[src/rtl/card_layer_pkg.sv]
// Shared types and constants for the card overlay layer.
package card_layer_pkg;

    localparam int unsigned NULL_CARD = 0;

    typedef enum logic [0:0] {IDLE, CLEAR} state_t;

    localparam int unsigned DEF_PAL_N = 8;
    localparam logic [11:0] DEFAULT_PAL [DEF_PAL_N] = '{
        12'h000, 12'h001, 12'hd23, 12'hff1, 12'h09d, 12'hfca, 12'haaa, 12'hfff
    };

    function automatic int unsigned map_aw(int unsigned grid_wb, int unsigned grid_hb);
        return grid_wb + grid_hb;
    endfunction

    function automatic int unsigned rom_aw(int unsigned card_b, int unsigned tile_hb,
                                           int unsigned tile_wb);
        return card_b + tile_hb + tile_wb;
    endfunction

endpackage

[src/rtl/card_rom.sv]
// Card pixel ROM, address {card, row, col}; registered output.
// Contents: idx = card + row/8 + col/4 (mod 2^DATA_WIDTH), giving diagonal stripes.
module card_rom #(
    parameter int unsigned ADDR_WIDTH = 13,
    parameter int unsigned DATA_WIDTH = 3,
    parameter int unsigned TILE_WB    = 5,
    parameter int unsigned TILE_HB    = 6
) (
    input  logic                  clk_i,
    input  logic [ADDR_WIDTH-1:0] addr_i,
    output logic [DATA_WIDTH-1:0] data_o
);

    logic [DATA_WIDTH-1:0] data_d, data_q;

    always_comb begin
        data_d = DATA_WIDTH'(32'(addr_i >> (TILE_WB + TILE_HB))
                          + 32'(addr_i[TILE_WB +: TILE_HB] >> 3)
                          + 32'(addr_i[TILE_WB-1:0] >> 2));
    end

    always_ff @(posedge clk_i) begin
        data_q <= data_d;
    end

    assign data_o = data_q;

endmodule

[src/rtl/card_tile_ram.sv]
// Simple dual-port synchronous RAM: one write port, one registered read port.
module card_tile_ram #(
    parameter int unsigned ADDR_WIDTH = 8,
    parameter int unsigned DATA_WIDTH = 4
) (
    input  logic                  clk_i,
    input  logic                  we_i,
    input  logic [ADDR_WIDTH-1:0] waddr_i,
    input  logic [DATA_WIDTH-1:0] wdata_i,
    input  logic [ADDR_WIDTH-1:0] raddr_i,
    output logic [DATA_WIDTH-1:0] rdata_o
);

    logic [DATA_WIDTH-1:0] mem_q [2**ADDR_WIDTH];
    logic [DATA_WIDTH-1:0] rdata_q;

    // Read-during-write returns the old contents.
    always_ff @(posedge clk_i) begin
        if (we_i) begin
            mem_q[waddr_i] <= wdata_i;
        end
        rdata_q <= mem_q[raddr_i];
    end

    assign rdata_o = rdata_q;

endmodule

[src/rtl/card_layer_src.sv]
// Tile-based card overlay source: map RAM -> card ROM -> palette -> keyed RGB.
// Optional cursor border enabled by defining CARD_LAYER_CURSOR_EN.
module card_layer_src
    import card_layer_pkg::*;
#(
    parameter int unsigned   CD        = 12,
    parameter logic [CD-1:0] KEY_COLOR = '0,
    parameter int unsigned   TILE_WB   = 5,
    parameter int unsigned   TILE_HB   = 6,
    parameter int unsigned   GRID_WB   = 5,
    parameter int unsigned   GRID_HB   = 3,
    parameter int unsigned   CARD_B    = 4,
    parameter int unsigned   PIX_B     = 3
`ifdef CARD_LAYER_CURSOR_EN
    ,
    parameter logic [CD-1:0] CUR_COLOR = CD'(12'hff1)
`endif
) (
    input  logic               clk,
    input  logic               reset_n,
    input  logic [10:0]        x,
    input  logic [10:0]        y,
    input  logic               wr_valid,
    output logic               wr_ready,
    input  logic [GRID_WB-1:0] wr_xt,
    input  logic [GRID_HB-1:0] wr_yt,
    input  logic [CARD_B-1:0]  wr_card,
    input  logic               clr_start,
    output logic               clr_busy,
    input  logic               pal_we,
    input  logic [PIX_B-1:0]   pal_idx,
    input  logic [CD-1:0]      pal_rgb,
`ifdef CARD_LAYER_CURSOR_EN
    input  logic [GRID_WB-1:0] cur_xt,
    input  logic [GRID_HB-1:0] cur_yt,
    input  logic               cur_on,
`endif
    output logic [CD-1:0]      osd_rgb
);

    localparam int unsigned MAP_AW = map_aw(GRID_WB, GRID_HB);
    localparam int unsigned ROM_AW = rom_aw(CARD_B, TILE_HB, TILE_WB);
    localparam int unsigned PAL_N  = 2**PIX_B;

    state_t              state_q, state_d;
    logic [MAP_AW-1:0]   clr_cnt_q, clr_cnt_d;
    logic                rdy_q;
    logic                ram_we;
    logic [MAP_AW-1:0]   ram_waddr, ram_raddr;
    logic [CARD_B-1:0]   ram_wdata, card1;
    logic [CD-1:0]       pal_q [PAL_N];
    logic [CD-1:0]       pal_d [PAL_N];
    logic [TILE_HB-1:0]  row1_q, row1_d;
    logic [TILE_WB-1:0]  col1_q, col1_d;
    logic                inr1_q, inr1_d, inr2_q, inr2_d;
    logic [ROM_AW-1:0]   rom_addr;
    logic [PIX_B-1:0]    pix2;
    logic [CARD_B-1:0]   card2_q, card2_d;
    logic [CD-1:0]       osd_q, osd_d;
`ifdef CARD_LAYER_CURSOR_EN
    logic [TILE_HB-1:0]  row2_q, row2_d;
    logic [TILE_WB-1:0]  col2_q, col2_d;
    logic [GRID_WB-1:0]  txt1_q, txt1_d, txt2_q, txt2_d;
    logic [GRID_HB-1:0]  tyt1_q, tyt1_d, tyt2_q, tyt2_d;
    logic                cur_border;
`endif

    card_tile_ram #(
        .ADDR_WIDTH(MAP_AW),
        .DATA_WIDTH(CARD_B)
    ) u_map (
        .clk_i  (clk),
        .we_i   (ram_we),
        .waddr_i(ram_waddr),
        .wdata_i(ram_wdata),
        .raddr_i(ram_raddr),
        .rdata_o(card1)
    );

    card_rom #(
        .ADDR_WIDTH(ROM_AW),
        .DATA_WIDTH(PIX_B),
        .TILE_WB   (TILE_WB),
        .TILE_HB   (TILE_HB)
    ) u_rom (
        .clk_i (clk),
        .addr_i(rom_addr),
        .data_o(pix2)
    );

    // Host write / clear sequencer; rdy_q holds wr_ready low until the first clock after reset.
    always_comb begin
        state_d   = state_q;
        clr_cnt_d = clr_cnt_q;
        wr_ready  = 1'b0;
        clr_busy  = 1'b0;
        ram_we    = 1'b0;
        ram_waddr = {wr_yt, wr_xt};
        ram_wdata = wr_card;
        case (state_q)
            IDLE: begin
                wr_ready = rdy_q & ~clr_start;
                ram_we   = wr_valid & wr_ready;
                if (clr_start) begin
                    state_d   = CLEAR;
                    clr_cnt_d = '0;
                end
            end
            CLEAR: begin
                clr_busy  = 1'b1;
                ram_we    = 1'b1;
                ram_waddr = clr_cnt_q;
                ram_wdata = CARD_B'(NULL_CARD);
                clr_cnt_d = clr_cnt_q + 1'b1;
                if (clr_cnt_q == '1) begin
                    state_d = IDLE;
                end
            end
            default: state_d = IDLE;
        endcase
    end

    always_comb begin
        pal_d = pal_q;
        if (pal_we && pal_idx != '0) begin
            pal_d[pal_idx] = pal_rgb;
        end
    end

    always_comb begin
        ram_raddr = {y[TILE_HB +: GRID_HB], x[TILE_WB +: GRID_WB]};
        row1_d    = y[TILE_HB-1:0];
        col1_d    = x[TILE_WB-1:0];
        inr1_d    = ((x >> (TILE_WB + GRID_WB)) == '0) && ((y >> (TILE_HB + GRID_HB)) == '0);
        rom_addr  = {card1, row1_q, col1_q};
        card2_d   = card1;
        inr2_d    = inr1_q;
        osd_d     = pal_q[pix2];
        if (!inr2_q || card2_q == CARD_B'(NULL_CARD) || pix2 == '0) begin
            osd_d = KEY_COLOR;
        end
`ifdef CARD_LAYER_CURSOR_EN
        txt1_d     = x[TILE_WB +: GRID_WB];
        tyt1_d     = y[TILE_HB +: GRID_HB];
        txt2_d     = txt1_q;
        tyt2_d     = tyt1_q;
        row2_d     = row1_q;
        col2_d     = col1_q;
        cur_border = (row2_q == '0) || (row2_q == '1) || (col2_q == '0) || (col2_q == '1);
        if (cur_on && inr2_q && cur_border && txt2_q == cur_xt && tyt2_q == cur_yt &&
            (card2_q == CARD_B'(NULL_CARD) || pix2 != '0)) begin
            osd_d = CUR_COLOR;
        end
`endif
    end

    always_ff @(posedge clk or negedge reset_n) begin
        if (!reset_n) begin
            state_q   <= IDLE;
            clr_cnt_q <= '0;
            rdy_q     <= 1'b0;
            row1_q    <= '0;
            col1_q    <= '0;
            inr1_q    <= 1'b0;
            inr2_q    <= 1'b0;
            card2_q   <= '0;
            osd_q     <= KEY_COLOR;
            for (int i = 0; i < PAL_N; i++) begin
                pal_q[i] <= (i < DEF_PAL_N) ? CD'(DEFAULT_PAL[i % DEF_PAL_N]) : '1;
            end
`ifdef CARD_LAYER_CURSOR_EN
            txt1_q <= '0;
            tyt1_q <= '0;
            txt2_q <= '0;
            tyt2_q <= '0;
            row2_q <= '0;
            col2_q <= '0;
`endif
        end else begin
            state_q   <= state_d;
            clr_cnt_q <= clr_cnt_d;
            rdy_q     <= 1'b1;
            row1_q    <= row1_d;
            col1_q    <= col1_d;
            inr1_q    <= inr1_d;
            inr2_q    <= inr2_d;
            card2_q   <= card2_d;
            osd_q     <= osd_d;
            pal_q     <= pal_d;
`ifdef CARD_LAYER_CURSOR_EN
            txt1_q <= txt1_d;
            tyt1_q <= tyt1_d;
            txt2_q <= txt2_d;
            tyt2_q <= tyt2_d;
            row2_q <= row2_d;
            col2_q <= col2_d;
`endif
        end
    end

    assign osd_rgb = osd_q;

endmodule

[config.mk]
export PLATFORM = sky130hd
export DESIGN_NAME = card_layer_src
export DESIGN_NICKNAME = d
export VERILOG_FILES = /design/src/rtl/card_layer_pkg.sv /design/src/rtl/card_rom.sv /design/src/rtl/card_tile_ram.sv /design/src/rtl/card_layer_src.sv
export SDC_FILE = /design/constraint.sdc
export NUM_CORES = 1
export LEC_CHECK = 0
export ABC_AREA = 0
export CORE_ASPECT_RATIO = 0.8
export CORE_MARGIN = 2
export CORE_UTILIZATION = 55
export DETAILED_ROUTE_END_ITERATION = 8
export GPL_TIMING_DRIVEN = 0
export MAX_ROUTING_LAYER = met4
export PLACE_DENSITY = 0.74
export SKIP_CTS_REPAIR_TIMING = 1
export SLEW_MARGIN = 20
export SYNTH_ARGS = -nofsm -noshare
export SYNTH_HDL_FRONTEND = slang
export SYNTH_SLANG_ARGS = --single-unit
[constraint.sdc]
create_clock -name clk -period 8.9 [get_ports clk]
set_clock_uncertainty 0.15 [all_clocks]
set_input_delay 1.78 -clock clk [delete_from_list [all_inputs] [get_ports clk]]
set_output_delay 1.78 -clock clk [all_outputs]
set_load 0.01 [all_outputs]
# ---- Word level (Yosys, flattened, before mapping)
# Memory sizes are Yosys's and may differ from the RTL's. A register that Yosys moved wholly into a read port is not among the register bits.
# Cells that the tools add are included.
dict set report classes {
  bitwise_logic 6
  n_mux 19
  n_eq_ne 2
  order_cmp 3
  n_reduce_logical 11
  addsub 3
}
# operator count
set op_table {}
lappend op_table {{bitwise mux 96 bit} 1}
lappend op_table {{two-way mux 12 bit} 4}
lappend op_table {{binary-select mux 12 bit (select 3 bit)} 1}
lappend op_table {{demux 12 bit (select 3 bit)} 1}
lappend op_table {{zero test 11 bit} 2}
lappend op_table {{two-way mux 8 bit} 2}
lappend op_table {{one-hot mux 8 bit (2 select lines)} 1}
lappend op_table {{adder 8 x 1 -> 8 bit (second input constant)} 1}
lappend op_table {{== test 8 bit (second input constant)} 1}
lappend op_table {{greater-or-equal comparator 4 bit (second input constant)} 2}
lappend op_table {{inverter 3 -> 4 bit} 2}
lappend op_table {{adder 3 bit} 2}
lappend op_table {{two-way mux 1 bit} 6}
lappend op_table {{zero test 4 bit} 1}
lappend op_table {{< comparator 4 x 1 -> 1 bit (second input constant)} 1}
lappend op_table {{two-way mux 4 bit} 1}
lappend op_table {{one-hot mux 1 bit (2 select lines)} 2}
lappend op_table {{logical AND 1 bit} 3}
lappend op_table {{zero test 3 bit} 1}
lappend op_table {{nonzero test 3 bit} 1}
lappend op_table {{AND 1 bit} 2}
lappend op_table {{logical OR 1 bit} 2}
lappend op_table {{inequality test 2 bit (second input constant)} 1}
lappend op_table {{inverter 1 bit} 2}
lappend op_table {{zero test 1 bit} 1}
dict set report word_totals {
  mem_bits_rw 1024
  memories 1
  ff_bits 138
  inputBits 54
}
# name depth width read_ports rd_ports_with_merged_regs write_ports line_no
set mem_list {}
lappend mem_list {u_map.mem_q 256 4 1 1 1 card_tile_ram.sv:14} ;# logic [DATA_WIDTH-1:0] mem_q [2**ADDR_WIDTH];

# ---- Depth between registers and ports, before layout
# Gate-level depths: netlist (run 1).
dict set report depth {
  ltp_word 6
  mapped_depth 11
}

# ---- Modules after synthesis
# From an unflattened synthesis (run 1), not the netlist that was laid out.
dict set report hier_totals {
  cells_unflattened 2456
  area_unflattened_um2 46673.5
}
# mod instances cells_each area_per_inst_um2
set by_module_without_submodules {}
lappend by_module_without_submodules {card_tile_ram 1 2051 40675.3}
lappend by_module_without_submodules {card_layer_src 1 387 5811.8}
lappend by_module_without_submodules {card_rom 1 18 186.4}

# ---- Worst setup path before layout (run 1)
# Ideal clock, no wire load.
dict set report synth_path {
  path_kind {input -> register}
  startpoint {in wr_card[0]}
  endpoint {mem u_map.mem_q[0][0], data pin}
  required_ns 7.303
  cell_stages 1
  t_arrival_ns 7.925
  path_buffers 0
  slack_ns -0.622
  setup_ns 1.447
  cell_sequence {nor2b_1}
}
dict set report synth_between {
  elab_chain_len 1
}
# element line_no
set synth_rtl {}
lappend synth_rtl {{start, declared} card_layer_src.sv:27} ;# input logic [CARD_B-1:0] wr_card,
lappend synth_rtl {{two-way mux 4 bit} card_layer_src.sv:100} ;# case (state_q)
lappend synth_rtl {{end, declared} card_tile_ram.sv:14}
# Every way passes these cells.

==> results of run 1 <==
logic make-up (layout without fill, tap and decap cells):
group                    Yosys count  after routing
XOR/XNOR                           8              8
flip-flops                      1161           1161
AO/OA/AOI/OAI                    154            154
multiplexers                     447            447
adder cells (fa/ha/maj)            4              4
buffers and inverters            176            460
AND/OR/NAND/NOR                  497            497
other                              1              6
worst max-delay path, stage by stage:
cell and delay [ns]:
sky130_fd_sc_hd__clkdlybuf4s50_1 0.57, sky130_fd_sc_hd__inv_2 0.48, sky130_fd_sc_hd__buf_1 0.84, sky130_fd_sc_hd__clkbuf_1 1.00, sky130_fd_sc_hd__nand2_1 0.14, sky130_fd_sc_hd__nand2_1 0.27
sky130_fd_sc_hd__a21oi_1 0.25, sky130_fd_sc_hd__o221a_2 0.42, sky130_fd_sc_hd__o211ai_1 0.40
metal layers:
| metal | vias to the layer above | global-route usage |
|---|---|---|
| met1 | 13360 | 0.428 |
| met5 | - | - |
| met4 | 0 | 0.128 |
| met3 | 453 | 0.110 |
| li1 | 10160 | - |
| met2 | 2243 | 0.432 |
flip-flops by register name (all words and copies together) (netlist names), 3 cells and up:
signal and cells:
card2_q 4, clr_cnt_q 8, col1_q 3, osd_rgb 12, pal_q 96, row1_q 3
u_map.mem_q 1024, u_map.rdata_o 4, u_rom.data_o 3
power groups by stage:
stage / Clock (mW) / Sequential, mW / Combinational (mW)
final: 4.67 / 6.25 / 1.71
after global routing: 4.86 / 6.27 / 1.73
after CTS: 4.67 / 6.25 / 1.63
after detailed placement: 0 / 6.36 / 1.62
after global placement: 0 / 6.35 / 1.56
after floorplan: 0 / 6.33 / 0.919
cell usage in the layout (no fill, tap or decap), types with 9 or more instances in the layout:
| master | count |
|---|---|
| sky130_fd_sc_hd__inv_1 | 21 |
| sky130_fd_sc_hd__clkdlybuf4s50_1 | 54 |
| sky130_fd_sc_hd__mux2_2 | 96 |
| sky130_fd_sc_hd__mux2i_1 | 76 |
| sky130_fd_sc_hd__clkbuf_2 | 22 |
| sky130_fd_sc_hd__nand3_1 | 39 |
| sky130_fd_sc_hd__clkinv_2 | 16 |
| sky130_fd_sc_hd__buf_2 | 19 |
| sky130_fd_sc_hd__nand2b_1 | 14 |
| sky130_fd_sc_hd__mux4_2 | 275 |
| sky130_fd_sc_hd__clkinv_1 | 26 |
| sky130_fd_sc_hd__nand2_1 | 73 |
| sky130_fd_sc_hd__dfstp_2 | 47 |
| sky130_fd_sc_hd__edfxtp_1 | 1024 |
| sky130_fd_sc_hd__buf_4 | 12 |
| sky130_fd_sc_hd__buf_6 | 17 |
| sky130_fd_sc_hd__a21oi_1 | 26 |
| sky130_fd_sc_hd__buf_16 | 14 |
| sky130_fd_sc_hd__o22ai_1 | 22 |
| sky130_fd_sc_hd__dfrtp_1 | 83 |
| sky130_fd_sc_hd__buf_12 | 15 |
| sky130_fd_sc_hd__nor2b_1 | 12 |
| sky130_fd_sc_hd__buf_1 | 10 |
| sky130_fd_sc_hd__clkbuf_1 | 93 |
| sky130_fd_sc_hd__o221ai_1 | 9 |
| sky130_fd_sc_hd__bufinv_16 | 13 |
| sky130_fd_sc_hd__clkbuf_16 | 108 |
| sky130_fd_sc_hd__nor3_1 | 17 |
| sky130_fd_sc_hd__o21ai_0 | 23 |
| sky130_fd_sc_hd__a22oi_1 | 29 |
| sky130_fd_sc_hd__nor2_1 | 304 |
worst min-delay path by stage:
stage / cells past startpoint / endpoint / start / slack (ns)
floorplan: 0 / card2_q[3] / u_map.rdata_o[3] / 0.17
finish: 0 / card2_q[3] / u_map.rdata_o[3] / 0.20
detailed placement: 0 / inr2_q / inr1_q / 0.19
CTS: 0 / card2_q[0] / u_map.rdata_o[0] / 0.20
global route: 0 / card2_q[0] / u_map.rdata_o[0] / 0.21
global placement: 0 / card2_q[3] / u_map.rdata_o[3] / 0.18
through the flow:
stage / total power, mW / instance area (um^2) / hold slack (ns) / setup WS, ns / std cells
2_1_floorplan: 7.25 / 46400 / 0.166 / 2.44 / 2448
3_3_place_gp: 7.92 / 48400 / 0.177 / -1.55 / 3618
3_5_place_dp: 7.98 / 49100 / 0.190 / 2.76 / 3648
4_1_cts: 12.6 / 52700 / 0.202 / 3.51 / 3847
5_1_grt: 12.9 / 52700 / 0.208 / 3.36 / 3851
6_report: 12.6 / 52700 / 0.197 / 3.13 / 3852
final cells by class:
type	instances	share of cell area
sequential	1161	0.649
timing repair buffer	85	0.0236
antenna	5	0.000238
inverter	22	0.00157
clock inverter	66	0.0131
clock buffer	133	0.0540
tap	1115	0.0265
buffer	154	0.0157
multi-input combinational	1111	0.216
==> impl_summary.md, run 1 <==
Outcome
The run finished with clean final reports.

Timing
The count of pins over their slew limit is 0. Subtracting the final worst setup slack from the clock period gives approximately 5.8 ns. The highest clock frequency the design can meet is 173 MHz. In the finished design, the share of the clock period the worst path needs comes to 0.649. After routing, the total negative slack on setup checks comes to 0 ns.

The count of endpoints failing hold in the final timing report was 0. Setup violations remaining at the end of the flow were counted as 0. Setup repair after global routing left no endpoint under its margin.

The transition time at the pin with the least slew margin is around 1.3 ns. In this run the tightest slew margin relative to its limit is 0.145.

Detailed routing
The wire length on met1 is roughly 48 mm. In the routed layout, each cell is associated on average with a via count of ~6.8. The wire length reported by the detailed router is roughly 130 mm. The routed design uses 56.9 mm of met2 wire. The total number of vias is approximately 26000. Summed over all nets, wire length on met3 after detailed routing comes to between 15 and 20 mm. In this run, the number of DRC markers left after iteration 0 of detailed routing was ~4800.

The post-detailed-route DRC marker count is 0. Dividing the detail-routed wire length by the instance count gives between 30 and 40 um. The antenna violation net count after detailed routing is 0. The highest metal layer carrying signal wires in the routed design is met4. The pre-antenna-repair detailed-routing pass consisted of 7 iterations.

Setup path
The termination of the worst setup path is u_map.rdata_o[1]. The worst setup path is launched from an input port. The data required time of the worst path is 9.30 ns. The reg-to-reg endpoint is u_map.mem_q[94][3].

The maximum fanout count along the critical path is 10. The worst setup path startpoint is x[8]. The type of the setup path with the least slack is input port to flop. In this run the critical register-to-register path is launched from state_q. Data on the critical path arrives at its endpoint at a little over 6 ns. The worst setup path is captured at a flop. The setup check on the worst reg-to-reg path leaves a slack of between 4 and 5 ns. Measured in cells, the most critical reg-to-reg path has a length of 7.

Synth
The synthesized area divided by synthesized cell count is between 15 and 20 um^2. The fraction of the mapped netlist area in simple logic gates is 0.0457. Ranked by total cell area, the synthesized netlist is headed by sky130_fd_sc_hd__edfxtp_1 (66%), sky130_fd_sc_hd__mux4_2 (13%), sky130_fd_sc_hd__dfrtp_1 (4.5%). The share of synthesized area in the top cell type comes to 0.662. The xor-xnor portion of the synthesized cell area is 0.00151. Sorting the synthesized cells by how often they occur yields sky130_fd_sc_hd__edfxtp_1 (1024), sky130_fd_sc_hd__nor2_1 (304), sky130_fd_sc_hd__mux4_2 (275). The commonest register cell after synthesis is sky130_fd_sc_hd__edfxtp_1.

The compound-gate portion of the synthesized area is 0.0224. Of the synthesized area, sequential elements account for 0.737. The cell with the most instances after synthesis is sky130_fd_sc_hd__edfxtp_1.

Counting every net in the synthesized netlist gives 2506. The most area-hungry cell type in the Yosys netlist is sky130_fd_sc_hd__edfxtp_1. The arithmetic-cell share of the synthesized area counting full adders, half adders and majority gates is 0.00140.

The synthesized instance count is around 2400. The share of cell area taken by muxes after synthesis is 0.173. After synthesis, the largest family of logic cells by area is multiplexers. The synthesized design contains ~1200 register bits. The synthesized cell area is approximately 0.046 mm^2.

The yosys synthesis warning count is 0. Counting flops with an async set or reset pin after synthesis yields a share of 0.112. The netlist uses 60 different library cells.

In this run, synthesis inferred slightly above 1000 flip-flops with an integrated enable.

Final layout
Of the cells placed in the final design, the portion with a size suffix greater than 1 is 0.250. After the last flow step, the layout net total stands at 2700. The final standard cell utilization of the core is 0.629. Counting the fill cells in the layout gives around 5600. Relative to the synthesized area, the layout overhead comes to 13.5%. The multi-input gate area in the final layout is 0.0114 mm^2. The register area is about 0.034 mm^2.

CTS
The worst-case clock buffer depth is 3. The number of sinks on the clock net is between 1000 and 1500. The number of H-tree branching levels is 3. The clock edge transition at the registers on the reported setup and hold paths is ~0.060 ns. In this run, CTS created clock tree buffers numbering 107. The cell sitting at the root of the clock tree is a sky130_fd_sc_hd__clkbuf_16.

The TritonCTS clock tree is built. The later pin in the worst-skew pair is clocked with a latency of 0.72 ns.

Pwr
The part of the power in combinational logic is 0.135. The internal power contribution is ~9.3 mW. In this run the power density over the cells is around 240 mW/mm^2. The share of total power dissipated in sequential elements is 0.495. The standby leakage power is ~17 nW. For this design the total switching power over the nets is around 3.3 mW. The switching share of power is 0.261. The worst vdd rail ir drop is ~0.18 mV. The share of total power dissipated in the clock network is 0.370.

Die
The horizontal extent of the die is about 330 um. Row generation in the floorplan step produced 95 rows. The die covers slightly below 0.09 mm^2. The initial utilization of the core area, before any placement, comes to 0.554. The total area inside the core boundary comes to around 0.084 mm^2. The die outline height is 264 um. The I/O pin count is between 60 and 70.

Place
The count of buffers from port buffering is 55. Summed over all nets, the half-perimeter wirelength after detailed placement is between 80 and 90 mm. The weighted congestion reported at the end of routability-driven placement is about 0.99.

Global routing
Entering global routing, the biggest net connects around 110 pins. The first global-routing pass estimated 185 mm of wire. The overall fraction of global-route tracks in use is 0.313. The residual overflow from global routing is 0. The via count of the first global-routing pass is 25830. The number of antenna violations at the first check in global routing is 6.

Flow run
Across the run, the number of max-cap violations was 0.

Worst hold path
The kind of path behind the tightest hold check is flop to flop.
No activity file was read; power rests on OpenSTA's default activity.
==> run 2, diff against run 1 <==
==> constraint.sdc (replaced) <==
create_clock -name clk -period 5.3 [get_ports clk]
set_clock_uncertainty 0.15 [all_clocks]
set_input_delay 1.06 -clock clk [delete_from_list [all_inputs] [get_ports clk]]
set_output_delay 1.06 -clock clk [all_outputs]
set_load 0.01 [all_outputs]
==> run 2 against run 1 <==
  * The run now ends with DRC left
  * Setup slack got worse by 2.7 ns
  * Critical path depth unchanged
  * First-iteration DRC count decreased by 9.7%
  * Register-to-register slack got worse by 3.7 ns
  * Clock power increased by 64%
  * Via count increased by 0.16%
  * Largest cell class unchanged
  * Largest power group unchanged
  * Highest routed layer unchanged
==> impl_summary.md, run 2 (same netlist as run 1, synthesis figures left out) <==
Global routing
For met3 alone, demand over resource in global routing was 0.124. The met2 usage in global routing is 0.430. The overall fraction of global-route tracks in use is 0.316. In the global route stage, met1 resource usage came out at 0.419. The highest-utilization routing layer at the global route stage is met2. Entering global routing, the biggest net connects 87 pins. The first global-routing pass estimated about 190 mm of wire. The number of antenna violations at the first check in global routing came to 9. The residual overflow from global routing is 0. The via count of the first global-routing pass came to between 20000 and 30000.

Final layout
The multi-input gate area in the final layout is 0.0114 mm^2. In the layout the commonest cells are sky130_fd_sc_hd__edfxtp_1 (1024), sky130_fd_sc_hd__nor2_1 (304), sky130_fd_sc_hd__mux4_2 (275). The fill cell total of the finished layout is around 5700. In the final layout, flip-flops and latches occupy between 0.03 and 0.04 mm^2. The count of nets after finishing is 2702.

The register ranked first by flip-flop count is u_map.mem_q. The final standard cell utilization of the core is 0.628. The register with the most flip-flops in the layout has 1024 of them. Of the cells placed in the final design, the portion with a size suffix greater than 1 is 0.251. The signed area change from the synthesized netlist to the final layout is 13.4%. The commonest non-fill, non-tap cell in the layout is sky130_fd_sc_hd__edfxtp_1.

Place
At the placement stage, the worst setup path has a slack of -0.0445 ns. The estimated wirelength of the detail-placed design is 88.3 mm. The weighted congestion reported at the end of routability-driven placement is roughly 1.0. The count of buffers from port buffering is between 50 and 60.

Setup path
The maximum fanout count along the critical path is 10. STA puts the critical path data arrival time at about 5.2 ns. The data required time of the worst path is ~5.7 ns. The critical path is of the input port to flop type. The type of element capturing the critical path is a flop.

The worst setup path is launched from an input port.

CTS
The number of sinks on the clock net is 1161. Clock-pin slew was measured on the worst setup and hold paths at approximately 0.06 ns. The CTS root buffer is sky130_fd_sc_hd__clkbuf_16. The number of H-tree branching levels is 3. TritonCTS created between 100 and 150 clock buffers. No sink is reached through more buffers than the 3 on the longest clock path.

The later pin in the worst-skew pair is clocked with a latency of 0.70 ns. TritonCTS built the clock tree.

Timing
The final setup violation count is 0. Setup repair after global routing left no endpoint under its margin. The count of endpoints failing hold in the final timing report is 0. Derived from the worst setup path, the maximum achievable clock frequency is 205 MHz. The count of pins over their slew limit is 0. The transition time at the pin with the least slew margin is approximately 1.2 ns. The period utilization is 0.920.

In this run the tightest slew margin relative to its limit is 0.174. The minimum clock period is just under 5 ns. The post-layout worst setup margin is 0.426 ns.

Die
The number of standard-cell rows in the floorplan is 95. In this run the horizontal extent of the chip is 329 um. The core region area is 0.0838 mm^2. 68 I/O pins were placed. In this run the vertical extent of the chip is 264 um. The die area is around 0.087 mm^2. The initial utilization of the core area, before any placement, comes to 0.554.

Pwr
The worst vdd rail ir drop is between 0.3 and 0.4 mV. The ratio of total power to cell area is between 300 and 400 mW/mm^2. The total power after layout is 21.0 mW. Summed over all cells, the static leakage comes to around 17 nW.

Outcome
The final reports fail on DRC. The run finished, with violations left.

Detailed routing
The post-detailed-route DRC marker count is 2. The detailed router finished its first iteration with around 4300 violations. The first-pass detailed-route iteration total is 8. The total number of vias is 26257. The antenna violation net count after detailed routing is 0.

The routed design has 131 mm of wire. The routed wire length per instance is between 30 and 40 um. The via density per instance is slightly below 7.

Worst hold path
The kind of path behind the tightest hold check is input port to asynchronous set/reset pin.

Flow run
Max-cap violations in this run came to 0.
run 2: cell types whose count changed in the layout (fill, tap and decap cells not counted), sizes merged:
cell / previous run / this run
buf: 90 / 94
bufinv: 13 / 8
clkbuf: 228 / 233
clkinv: 45 / 44
clkinvlp: 5 / 7
diode: 5 / 10
inv: 25 / 24
run 2: power by group:
part	internal [mW]	switching, mW	total [mW]
clock	4.25	3.40	7.65
sequential	10.3	0.170	10.5
combinational	0.896	2.00	2.90
total	15.5	5.57	21.0
run 2: per-layer routing:
layer  share of wire  vias to the layer above  routed length (um)
met2            0.43                     2204               56400
met4           0.056                        0                7350
met3            0.16                      473               20600
met1            0.36                    13418               46800
li1                -                    10162                   -
met5               0                        -                   0
run 2: area by class of cell:
cell class | instances | area share
Timing Repair Buffer | 87 | 0.0242
Antenna cell | 10 | 0.000476
Clock buffer | 140 | 0.0552
Multi-Input combinational cell | 1111 | 0.216
Sequential cell | 1161 | 0.650
Buffer | 154 | 0.0157
Tap cell | 1115 | 0.0265
Clock inverter | 61 | 0.0101
Inverter | 22 | 0.00157
run 2: final timing paths:
check | start | to | slack (ns) | cells after the start
worst max-delay path | x[8] | u_map.rdata_o[3] | 0.43 | 9
worst min-delay path | reset_n | state_q | 0.16 | 1
worst max register to register | state_q | u_map.mem_q[110][0] | 0.65 | 7
worst min register to register | u_map.rdata_o[3] | card2_q[3] | 0.19 | 0
max in group asynchronous | reset_n | pal_q[33] | 4.01 | 2
min in group clk | u_map.rdata_o[3] | card2_q[3] | 0.19 | 0
run 2: through the flow:
stage	hold WS, ns	TNS (ns)	cell area, um^2	instances
floorplan	0.166	-336.31	46400	2448
CTS	0.173	0	52600	3851
finish	0.162	0	52600	3861
detailed placement	0.179	-0.0445	49200	3650
global route	0.195	0	52600	3860
global placement	0.173	-3730.43	48400	3618
run 2: worst max-delay path, cell delays in order:
cell,delay (ns)
sky130_fd_sc_hd__clkdlybuf4s50_1,0.63
sky130_fd_sc_hd__buf_1,0.94
sky130_fd_sc_hd__buf_2,0.45
sky130_fd_sc_hd__clkbuf_1,0.75
sky130_fd_sc_hd__nand2_1,0.31
sky130_fd_sc_hd__a221oi_1,0.44
sky130_fd_sc_hd__o21ai_0,0.25
sky130_fd_sc_hd__nand4_1,0.21
sky130_fd_sc_hd__o211ai_1,0.18
